File: config.mk
export PLATFORM = sky130hd
export DESIGN_NAME = pipe_stage_reg_flat
export DESIGN_NICKNAME = d
export VERILOG_FILES = /design/src/rtl/pipe_pkg.sv /design/src/rtl/pipe_stage_reg_if.sv /design/src/rtl/pipe_slot.sv /design/src/rtl/pipe_stage_reg.sv /design/src/flat_wrapper.sv
export SDC_FILE = /design/constraint.sdc
export NUM_CORES = 1
export LEC_CHECK = 0
export ABC_AREA = 0
export CAP_MARGIN = 20
export CORE_UTILIZATION = 37
export CTS_BUF_LIST = sky130_fd_sc_hd__clkbuf_16
export DETAILED_ROUTE_END_ITERATION = 12
export PLACE_DENSITY = 0.83
export SETUP_SLACK_MARGIN = 0.5
export SLEW_MARGIN = 5
export SYNTH_ARGS = -nofsm -noshare
export SYNTH_HDL_FRONTEND = slang
export SYNTH_SLANG_ARGS = --single-unit
File: constraint.sdc
create_clock -name clk -period 2.05 [get_ports clk]
set_input_delay 0.41 -clock clk [delete_from_list [all_inputs] [get_ports clk]]
set_output_delay 0.41 -clock clk [all_outputs]
set_load 0.01 [all_outputs]
File: src/rtl/pipe_pkg.sv
// pipe_pkg
// Shared definitions for the five-stage core pipeline registers.
//   - Indices of each stage's bit in the global stall vector.
//   - Width of that stall vector.
//   - Action codes that every pipeline slot understands.
//   - Payload widths of the individual inter-stage buses.
//   - decode_action(): turns flush/up/dn into one action code.
package pipe_pkg;

  // Position of each stage's bit in the shared stall vector
  localparam int STALL_PC  = 0;
  localparam int STALL_IF  = 1;
  localparam int STALL_ID  = 2;
  localparam int STALL_EX  = 3;
  localparam int STALL_MEM = 4;
  localparam int STALL_WB  = 5;
  localparam int STALL_W   = 6;

  // Payload widths of the concatenated stage fields for each boundary
  localparam int IF_ID_W  = 64;
  localparam int ID_EX_W  = 48;
  localparam int EX_MEM_W = 40;
  localparam int MEM_WB_W = 38;

  // What every slot of a stage register does on the coming edge
  typedef enum logic [1:0] {
    ACT_LOAD   = 2'd0,
    ACT_BUBBLE = 2'd1,
    ACT_HOLD   = 2'd2,
    ACT_FLUSH  = 2'd3
  } act_e;

  // Priority: flush, then loading whenever upstream is free, then a bubble
  // when only upstream is stalled, and a full hold when downstream is
  // stalled as well.
  function automatic act_e decode_action(input logic flush,
                                         input logic up,
                                         input logic dn);
    act_e act;
    if (flush) begin
      act = ACT_FLUSH;
    end else if (!up) begin
      act = ACT_LOAD;
    end else if (!dn) begin
      act = ACT_BUBBLE;
    end else begin
      act = ACT_HOLD;
    end
    return act;
  endfunction

endpackage

File: src/rtl/pipe_stage_reg_if.sv
// pipe_stage_reg_if
// Bundles the upstream payload, the stall/flush controls and the
// downstream payload/counter of one pipeline stage register.
//   master : drives in_data, in_valid, stall_en, flush, cnt_clr;
//            observes out_data, out_valid, stall_cnt
//   slave  : the stage register itself (inverse directions)
interface pipe_stage_reg_if #(
  parameter int DATA_W  = 48,
  parameter int STALL_W = 6,
  parameter int CNT_W   = 16
);

  logic [DATA_W-1:0]  in_data;
  logic               in_valid;
  logic [STALL_W-1:0] stall_en;
  logic               flush;
  logic               cnt_clr;
  logic [DATA_W-1:0]  out_data;
  logic               out_valid;
  logic [CNT_W-1:0]   stall_cnt;

  modport master (
    output in_data,
    output in_valid,
    output stall_en,
    output flush,
    output cnt_clr,
    input  out_data,
    input  out_valid,
    input  stall_cnt
  );

  modport slave (
    input  in_data,
    input  in_valid,
    input  stall_en,
    input  flush,
    input  cnt_clr,
    output out_data,
    output out_valid,
    output stall_cnt
  );

endinterface

File: src/rtl/pipe_slot.sv
// pipe_slot
// One payload+valid register of a pipeline stage register.
//   clk        : rising-edge clock
//   reset      : asynchronous active-high, loads BUBBLE / invalid
//   act        : action for the coming edge (shared by all slots)
//   next_data  : value taken on LOAD or BUBBLE
//   next_valid : valid bit taken on LOAD or BUBBLE
//   slot_data  : registered payload
//   slot_valid : registered valid bit
// The caller decides what "next" means: slot 0 receives either the
// upstream payload or the bubble value, later slots receive the previous
// slot, so LOAD and BUBBLE look identical from inside a slot.
module pipe_slot
  import pipe_pkg::*;
#(
  parameter int                DATA_W = 48,
  parameter logic [DATA_W-1:0] BUBBLE = '0
) (
  input  logic              clk,
  input  logic              reset,
  input  act_e              act,
  input  logic [DATA_W-1:0] next_data,
  input  logic              next_valid,
  output logic [DATA_W-1:0] slot_data,
  output logic              slot_valid
);

  always_ff @(posedge clk or posedge reset) begin
    if (reset) begin
      slot_data  <= BUBBLE;
      slot_valid <= 1'b0;
    end else begin
      case (act)
        ACT_FLUSH: begin
          slot_data  <= BUBBLE;
          slot_valid <= 1'b0;
        end
        ACT_LOAD, ACT_BUBBLE: begin
          slot_data  <= next_data;
          slot_valid <= next_valid;
        end
        default: begin
          slot_data  <= slot_data;
          slot_valid <= slot_valid;
        end
      endcase
    end
  end

endmodule

File: src/rtl/pipe_stage_reg.sv
// pipe_stage_reg
// Generic inter-stage pipeline register: an opaque payload plus a valid
// bit, DEPTH slots deep, steered by two bits of the global stall vector.
//   clk           : rising-edge clock
//   reset         : asynchronous active-high, clears every slot and counter
//   bus.in_data   : payload from the upstream stage
//   bus.in_valid  : upstream payload is a real instruction
//   bus.stall_en  : global stall vector, bit k stalls stage k
//   bus.flush     : synchronous kill of every slot
//   bus.cnt_clr   : synchronous clear of the stall counter
//   bus.out_data  : payload of the last slot
//   bus.out_valid : valid bit of the last slot
//   bus.stall_cnt : saturating count of edges with the upstream stage stalled
// Parameters: DATA_W payload width, STAGE upstream index in stall_en,
// STALL_W stall vector width, DEPTH slot count (1..4), BUBBLE value loaded
// on bubble/flush/reset, CNT_W counter width.
module pipe_stage_reg
  import pipe_pkg::*;
#(
  parameter int                DATA_W  = 48,
  parameter int                STAGE   = 2,
  parameter int                STALL_W = 6,
  parameter int                DEPTH   = 1,
  parameter logic [DATA_W-1:0] BUBBLE  = '0,
  parameter int                CNT_W   = 16
) (
  input  logic             clk,
  input  logic             reset,
  pipe_stage_reg_if.slave  bus
);

  // Elaboration-time parameter sanity checks
  if (DEPTH < 1 || DEPTH > 4) begin : g_bad_depth
    $error("pipe_stage_reg: DEPTH must be within 1..4");
  end
  if (STAGE < 0 || STAGE > STALL_W - 2) begin : g_bad_stage
    $error("pipe_stage_reg: STAGE must be within 0..STALL_W-2");
  end

  localparam logic [CNT_W-1:0] CNT_MAX = '1;

  logic              up;
  logic              dn;
  act_e              act;
  logic [DATA_W-1:0] nxt_data   [DEPTH];
  logic              nxt_valid  [DEPTH];
  logic [DATA_W-1:0] slot_data  [DEPTH];
  logic              slot_valid [DEPTH];
  logic [CNT_W-1:0]  cnt;

  // Only our own stage bit and the one downstream of it matter
  assign up  = bus.stall_en[STAGE];
  assign dn  = bus.stall_en[STAGE+1];
  assign act = decode_action(bus.flush, up, dn);

  // Slot 0 takes the upstream payload on LOAD and the bubble otherwise;
  // the slot ignores next_* on HOLD and FLUSH anyway.
  assign nxt_data[0]  = (act == ACT_LOAD) ? bus.in_data  : BUBBLE;
  assign nxt_valid[0] = (act == ACT_LOAD) ? bus.in_valid : 1'b0;

  // Later slots always shift from their predecessor, valid or not, so an
  // invalid entry keeps its place instead of being squeezed out.
  for (genvar i = 0; i < DEPTH; i++) begin : g_slot
    if (i > 0) begin : g_chain
      assign nxt_data[i]  = slot_data[i-1];
      assign nxt_valid[i] = slot_valid[i-1];
    end

    pipe_slot #(
      .DATA_W (DATA_W),
      .BUBBLE (BUBBLE)
    ) u_slot (
      .clk        (clk),
      .reset      (reset),
      .act        (act),
      .next_data  (nxt_data[i]),
      .next_valid (nxt_valid[i]),
      .slot_data  (slot_data[i]),
      .slot_valid (slot_valid[i])
    );
  end

  // The counter follows the upstream stall bit alone (BUBBLE or HOLD),
  // so a coincident flush neither stops nor resets it; clear beats count.
  always_ff @(posedge clk or posedge reset) begin
    if (reset) begin
      cnt <= '0;
    end else if (bus.cnt_clr) begin
      cnt <= '0;
    end else if (up && (cnt != CNT_MAX)) begin
      cnt <= cnt + 1'b1;
    end
  end

  assign bus.out_data  = slot_data[DEPTH-1];
  assign bus.out_valid = slot_valid[DEPTH-1];
  assign bus.stall_cnt = cnt;

endmodule
File: src/flat_wrapper.sv
// flat-port wrapper written by rule: the top's interface ports become plain ports
module pipe_stage_reg_flat import pipe_pkg::*;
#(
  parameter int                DATA_W  = 48,
  parameter int                STAGE   = 2,
  parameter int                STALL_W = 6,
  parameter int                DEPTH   = 1,
  parameter logic [DATA_W-1:0] BUBBLE  = '0,
  parameter int                CNT_W   = 16
)
  (clk, reset, bus_in_data, bus_in_valid, bus_stall_en, bus_flush, bus_cnt_clr, bus_out_data, bus_out_valid, bus_stall_cnt);
  pipe_stage_reg_if #(.DATA_W(DATA_W), .STALL_W(STALL_W), .CNT_W(CNT_W)) bus_i ();
  input  logic clk;
  input  logic reset;
  input wire logic [$bits(bus_i.in_data)-1:0] bus_in_data;
  input wire logic [$bits(bus_i.in_valid)-1:0] bus_in_valid;
  input wire logic [$bits(bus_i.stall_en)-1:0] bus_stall_en;
  input wire logic [$bits(bus_i.flush)-1:0] bus_flush;
  input wire logic [$bits(bus_i.cnt_clr)-1:0] bus_cnt_clr;
  output wire logic [$bits(bus_i.out_data)-1:0] bus_out_data;
  output wire logic [$bits(bus_i.out_valid)-1:0] bus_out_valid;
  output wire logic [$bits(bus_i.stall_cnt)-1:0] bus_stall_cnt;
  assign bus_i.in_data = bus_in_data;
  assign bus_i.in_valid = bus_in_valid;
  assign bus_i.stall_en = bus_stall_en;
  assign bus_i.flush = bus_flush;
  assign bus_i.cnt_clr = bus_cnt_clr;
  assign bus_out_data = bus_i.out_data;
  assign bus_out_valid = bus_i.out_valid;
  assign bus_stall_cnt = bus_i.stall_cnt;
  pipe_stage_reg #(.DATA_W(DATA_W), .STAGE(STAGE), .STALL_W(STALL_W), .DEPTH(DEPTH), .BUBBLE(BUBBLE), .CNT_W(CNT_W)) u_core (.clk(clk), .reset(reset), .bus(bus_i));
endmodule
# Word level (Yosys, flattened, before mapping)
# Index checks and enable logic that the tools add are counted.
# classes
bitwise	0
div_mod_pow	0
n_lt_le_gt_ge	0
mul	0
eq_ne	3
addsub	1
shift	0
n_reduce_logical	5
n_mux	9
# op_table
operator	n
$pmux W48 S2	1
$mux W48	1
$mux W16	2
$add A16 B1 Y16 const B	1
$ne A16 B16 Y1 const B	1
$mux W2	3
$reduce_bool A2 Y1	2
$eq A2 B1 Y1 const B	1
$eq A2 B2 Y1 const B	1
$logic_not A2 Y1	1
$pmux W1 S2	1
$reduce_or A2 Y1	1
$logic_and A1 B1 Y1	1
$mux W1	1
# totals
output_inout_bits	65
n_memories	0
latch_bits	0
rom_bits	0
ram_bits	0
ff_bits	65
wordCells	21

# Longest topological paths before layout
# Gate-level depths: netlist (run 1).
# logic_depth
depth_word	6
depth_mapped	5
ltp_nobuf	5

# Hierarchy
# A second synthesis (run 1) with hierarchy kept.
# hier_totals
hier_cells	303
area_unflattened_um2	3165.5
# by_module_without_submodules
module	instances	seq_area_each_um2	area_per_inst_um2	cells_per_inst
pipe_slot	1	1226.2	1866.8	140
pipe_stage_reg	1	400.4	1298.7	163

# Worst setup path before layout (run 1)
# OpenSTA, ideal clock, no wires.
# synth_path
kind	flip-flop to flip-flop
start	register u_core.cnt[0] (netlist: u_core.bus.stall_cnt[0])
end	register u_core.cnt[15] (netlist: u_core.bus.stall_cnt[15])
stages_incl_launch_ff	6
t_arrival_ps	1578
path_slack_ps	347
period_less_slack_ps	1703
path_cell_list	dfrtp_1 -> ha_1 -> nand3_1 -> nor3_2 -> nor4b_1 -> mux2_2
# synth_between
elab_chain_cells	3
# synth_rtl
item	line_no	source
start: declaration	pipe_stage_reg.sv:49	logic [CNT_W-1:0] cnt;
start signal: assignment	pipe_stage_reg.sv:91	cnt <= cnt + 1'b1;
$add A16 B1 Y16 or $ne A16 B16 Y1 (tied branches)	pipe_stage_reg.sv:91, pipe_stage_reg.sv:90	
$mux W16 or $logic_and A1 B1 Y1 (tied branches)	pipe_stage_reg.sv:90	end else if (up && (cnt != CNT_MAX)) begin
$mux W16 or $reduce_bool A2 Y1 (tied branches)	n/a	
# Several ways; a longest one is shown, not always the timed one. The select of a mux whose other input is x is not followed.
# A chain may end at the register's enable or synchronous reset.

# Final worst setup path (run 1)
# layout_path
start	register u_core.cnt[5] (netlist: u_core.bus.stall_cnt[5])
end	register u_core.cnt[14] (netlist: u_core.bus.stall_cnt[14])
# The elaborated chain is that of the path after synthesis.

==> results of run 1 <==
[per-stage QoR]
stage	instance area, sq um	total power, uW	setup WS [ns]	std cells	hold WS (ns)
final	4623	3450	0.3879	463	0.4941
after global routing	4623	3582	0.3142	463	0.5102
after CTS	4463	3471	0.3705	452	0.5015
after detailed placement	4050	1761	-0.03302	418	0.4908
after global placement	4050	1752	-0.02068	418	0.4865
after floorplan	2698	1512	0.4337	207	0.5425
[synth_stat cells (3+ instances only)]
master / instances / area [sq um]
clkbuf_1: 9 / 33.78
o31ai_1: 5 / 37.54
or4_1: 5 / 37.54
dfrtp_1: 65 / 1627
nor2b_1: 3 / 18.77
nand4_1: 6 / 37.54
a22o_1: 49 / 429.2
nor2_1: 8 / 30.03
o21ai_0: 3 / 15.01
nand2_1: 4 / 15.01
nand3_1: 5 / 25.02
a21oi_1: 9 / 45.04
[cell families (layout without fill, tap and decap cells)]
family	count (synthesis)	in the layout	synth area share
mux	4	4	0.01784
flops	65	65	0.6103
fa+ha+maj	1	1	0.004694
simple gates	50	50	0.1254
buf+inv	16	176	0.02817
compound gates	68	68	0.2038
xor+xnor	3	3	0.009861
[cell type report]
cell class | instances | area, sq um
Fill cell | 544 | 2246
Sequential cell | 65 | 1634
Timing Repair Buffer | 158 | 1445
Multi-Input combinational cell | 126 | 1069
Clock buffer | 9 | 225.2
Tap cell | 96 | 120.1
Clock inverter | 7 | 118.9
Inverter | 2 | 11.26
[sequential cells by signal, indices dropped and copies added, names as in the netlist]
| signal | flops |
|---|---|
| u_core.g_slot.u_slot.slot_data | 48 |
| u_core.bus.stall_cnt | 16 |
| u_core.g_slot.u_slot.slot_valid | 1 |
[worst max path at each step]
stage,startpoint,endpoint,cells past startpoint
floorplan,u_core.bus.stall_cnt[12],u_core.bus.stall_cnt[0],4
global placement,bus_stall_en[2],u_core.bus.stall_cnt[13],5
detailed placement,bus_stall_en[2],u_core.bus.stall_cnt[13],5
CTS,u_core.bus.stall_cnt[11],u_core.bus.stall_cnt[14],4
global route,u_core.bus.stall_cnt[5],u_core.bus.stall_cnt[14],4
finish,u_core.bus.stall_cnt[5],u_core.bus.stall_cnt[14],4
[power groups by stage]
stage | registers (uW) | logic, uW | clock network (uW)
6_report | 1360 | 345 | 1740
5_1_grt | 1370 | 375 | 1840
4_1_cts | 1360 | 343 | 1760
3_5_place_dp | 1390 | 374 | 0
3_3_place_gp | 1390 | 364 | 0
2_1_floorplan | 1410 | 103 | 0
[timing repair]
action / CTS / global route
setup buffers: 18 / 11
pin swaps: 7 / 9
endpoints found under the setup margin: 77 / 14
gates resized for setup: 70 / 21
[routing by layer]
| metal | track usage | routed length (um) |
|---|---|---|
| met1 | 0.2488 | 3145 |
| met2 | 0.3386 | 3752 |
| met3 | 0.04455 | 361 |
| met4 | 0.06364 | 95 |
| met5 | 0 | 0 |
==> flow_summary.yaml, run 1 <==
min_path:
  hold_depth: 1
  whs_endpoint: "u_core.g_slot[0].u_slot.slot_data[1]"
  min_from: "u_core.g_slot[0].u_slot.slot_data[1]"
  hp-class: "reg2reg"
sta:
  worst_slew_pin_slew_ns: 0.5299
  finalSetupTns_ns: 0
  period_share: 0.8108
  clock.fmax_mhz: 601.7
  setup_viol: 0
  skew_ns: 0.006386
  max_slew_margin: 0.6468
  maxSlewViolCount: 0
  period_minus_slack_ns: 1.662
  hold_viol_final: 0
  grt_setup_unrepaired: "yes"
setup_path:
  crit_required_ns: 2.25
  r2r-end: "u_core.bus.stall_cnt[14]"
  slowest_stage: "nor3_2"
  reg2reg_depth: 4
  path_cells: "nand4_1 > nor3_2 > nor4_4 > mux2_2"
  arrival_ns: 1.86
  slowest_delay_ns: 0.46
  cp-start-kind: "flop"
  rr_startpoint: "u_core.bus.stall_cnt[5]"
  path_class: "reg2reg"
  endpoint_kind: "flop"
  cp_max_fo: 7
  worst-path-buf-inv: 0
  reg2reg_slack_ns: 0.39
  critPathTopFamily: "simple AND/OR/NAND/NOR gates"
detailed_routing:
  vias: 2351
  via_per_inst: 5.078
  drtIter0Drc: 76
  ant_nets: 0
  drc_errors: 0
  first_pass_iters: 4
  route.detailed.wl_per_inst_um: 15.89
  wl_um: 7355
global_route:
  grt_pass1_vias: 2392
  grt_pass1_wl_um: 11590
  grt_start_max_net_pins: 50
  antenna_found_initial: 0
  grt_overflow_total: 0
  grtUsageTotal: 0.1980
floorplan:
  die_w_um: 86.87
  die_h_um: 86.87
  io_pins: 124
  core_area_sq_mm: 0.006869
  num_rows: 30
  start_util: 0.3880
  dieArea_sq_mm: 0.007546
cells_and_area:
  mostFrequentLayoutCell: "dlygate4sd2_1"
  most-common-layout-cells: "dlygate4sd2_1, dfrtp_1, clkdlybuf4s50_1, a22o_1, buf_4"
  drive_gt1_frac: 0.2316
  nets: 422
  antenna_cells: 0
  syn_to_final_growth_pct: 73.47
  post-route-util: 0.6730
clock_network:
  cts.sinks: 65
  numCtsBuffers: 9
  clockBufferDepth: 2
  clkTransAtPathRegs_ns: 0.06
  htree_levels: 3
  cts_tree: "yes"
  clock_latency_ns: 0.32
  cts-root-buf: "clkbuf_16"
  hold_buffers: 0
placed_design:
  port_buffers: 119
  gp_congestion: 0.8107
  dp_hpwl_um: 4528
pwr:
  power.switching_uw: 726.8
  leakagePower_uw: 0.002321
  p_seq_frac: 0.395
  power.density_mw_per_mm2: 746.2
  power_frac_comb: 0.100
  internal_power_uw: 2723
  swShare: 0.2107
  clock_power_share: 0.505
  vdd_drop_max_uv: 477.2
logic_synthesis:
  syn_avg_cell_area_sq_um: 12.87
  synth.net_count: 267
  ys_seq_elements: 65
  synthArstFlopShare: 1.000
  synthCells: 207
  syn_area_sq_mm: 0.002665
  yosysUniqueCellTypes: 40
  synth_enable_flop_cells: 0
  ys_seq_area_frac: 0.6103
  yosys_warnings: 0
  ys.flop_type: "dfrtp_1"
run_status:
  run_status: "complete, no violations"
run:
  maxCapViolations: 0
Note: power is estimated with default switching activity, not from simulation.
==> run 2: changes to the inputs <==
Clock period 2.05 ns to 1.5 ns, I/O delays scaled along.
==> flow_summary.yaml, run 2 (same netlist as run 1, synthesis figures left out) <==
sta:
  worst_slew_pin_slew_ns: 0.3891
  maxSlewViolCount: 0
  clock.fmax_mhz: 595.6
  finalSetupTns_ns: -1.406
  period_minus_slack_ns: 1.679
  holdWs_ns: 0.2597
  hold_viol_final: 0
  setup_viol: 13
  skew_ns: 0.008443
  layout_setup_ws_ns: -0.1790
  grt_setup_unrepaired: "yes"
  period_share: 1.119
  max_slew_margin: 0.7400
placed_design:
  port_buffers: 119
  dp_hpwl_um: 5317
  gp_congestion: 0.7954
  dp_cells: 451
  placed_area_sq_mm: 0.004297
  place_worst_setup_slack_ns: -0.5413
setup_path:
  endpoint_kind: "flop"
  crit_required_ns: 1.76
  cp_max_fo: 3
  path_class: "reg2reg"
  arrival_ns: 1.94
  cp-start-kind: "flop"
global_route:
  antenna_found_initial: 0
  grt_start_max_net_pins: 32
  grt_pass1_vias: 2829
  grtUsageTotal: 0.2582
  grt_overflow_total: 0
  grt_pass1_wl_um: 14440
cells_and_area:
  most-common-layout-cells: "buf_4, dfrtp_1, buf_6, clkdlybuf4s50_1, a22o_1"
  syn_to_final_growth_pct: 102.7
  antenna_cells: 0
  nets: 505
  mostFrequentLayoutCell: "buf_4"
  drive_gt1_frac: 0.5444
  finalInstanceArea_sq_mm: 0.005401
  top_register: "u_core.g_slot.u_slot.slot_data"
  stdcell_count: 546
  largest_register_ffs: 48
detailed_routing:
  wl_um: 9931
  via_per_inst: 5.214
  vias: 2847
  drc_errors: 0
  route.detailed.wl_per_inst_um: 18.19
  drtIter0Drc: 124
  ant_nets: 0
  first_pass_iters: 4
pwr:
  leakagePower_uw: 0.002675
  power.density_mw_per_mm2: 857.6
  swShare: 0.2421
  clock_power_share: 0.458
  power_frac_comb: 0.138
  internal_power_uw: 3511
  p_seq_frac: 0.403
  vdd_drop_max_uv: 632.6
  power.switching_uw: 1121
run:
  maxCapViolations: 0
clock_network:
  clockBufferDepth: 2
  clock_latency_ns: 0.33
  cts_tree: "yes"
  numCtsBuffers: 9
  cts.sinks: 65
  htree_levels: 3
  cts-root-buf: "clkbuf_16"
  clkTransAtPathRegs_ns: 0.06
floorplan:
  io_pins: 124
  num_rows: 30
  core_area_sq_mm: 0.006869
  die_h_um: 86.87
  start_util: 0.3880
  dieArea_sq_mm: 0.007546
  die_w_um: 86.87
min_path:
  hp-class: "in2async"
run_status:
  failed_checks: "negative setup slack"
  run_status: "finished with violations"
-- run 2: cell types whose count changed in the layout (fill, tap and decap cells not counted), sizes merged --
cell	before	now
dlymetal6s2s	1	0
buf	39	187
bufinv	3	1
dlygate4sd2	64	0
inv	1	3
clkinv	3	4
clkbuf	10	9
clkdlybuf4s50	53	51
clkinvlp	2	1
nor2	8	11
-- run 2: path summary, 6_finish.rpt --
kind | endpoint | start | cells past startpoint | slack, ns
worst min register to register | u_core.g_slot[0].u_slot.slot_data[27] | u_core.g_slot[0].u_slot.slot_data[27] | 1 | 0.50
min in group clk | u_core.g_slot[0].u_slot.slot_data[13] | bus_flush | 3 | 0.42
max in group asynchronous | u_core.bus.stall_cnt[1] | reset | 3 | 0.77
worst max register to register | u_core.bus.stall_cnt[7] | u_core.bus.stall_cnt[0] | 7 | -0.18
worst max-delay path | u_core.bus.stall_cnt[7] | u_core.bus.stall_cnt[0] | 7 | -0.18
worst min-delay path | u_core.bus.stall_cnt[3] | reset | 2 | 0.26
-- run 2: timing repair --
action / CTS / global route
pin swaps: 30 / 35
setup endpoints to repair: 130 / 103
setup buffers: 47 / 25
resized for setup: 340 / 32
gates cloned: 7 / 0
hold buffers: 0 / 0
-- run 2: metrics by stage --
stage	utilization	total power, uW
floorplan	-	2076
global placement	0.6255	2408
detailed placement	0.6255	2422
CTS	0.7348	4590
global route	0.7863	4789
finish	0.7863	4632
-- run 2: area by class of cell --
class | count | area, sq um
Multi-Input combinational cell | 129 | 1156
Fill cell | 421 | 1468
Inverter | 2 | 11.26
Clock buffer | 9 | 225.2
Sequential cell | 65 | 1632
Tap cell | 96 | 120.1
Timing Repair Buffer | 238 | 2178
Clock inverter | 7 | 78.83
-- run 2: layer usage --
metal  global-route usage  up-vias  share of wire  wire, um
met5                    0        -              0         0
met4              0.09242        0          0.024       234
met3              0.05972       22          0.054       538
met1               0.3171     1430           0.40      3925
met2               0.4445      112           0.53      5232
li1                     -     1283              -         -
-- run 2: power groups by stage --
| stage | logic, uW | clock network (uW) | registers, uW |
|---|---|---|---|
| finish | 641 | 2120 | 1870 |
| global route | 683 | 2230 | 1870 |
| CTS | 583 | 2140 | 1860 |
| detailed placement | 525 | 0 | 1900 |
| global placement | 512 | 0 | 1900 |
| floorplan | 150 | 0 | 1930 |
-- run 2: critical path, cell delays in order (launching register included) --
cell,delay (ns)
dfrtp_2,0.43
ha_4,0.19
nand3_4,0.10
nor4_4,0.05
buf_4,0.16
buf_6,0.12
or4_4,0.41
a21oi_2,0.14
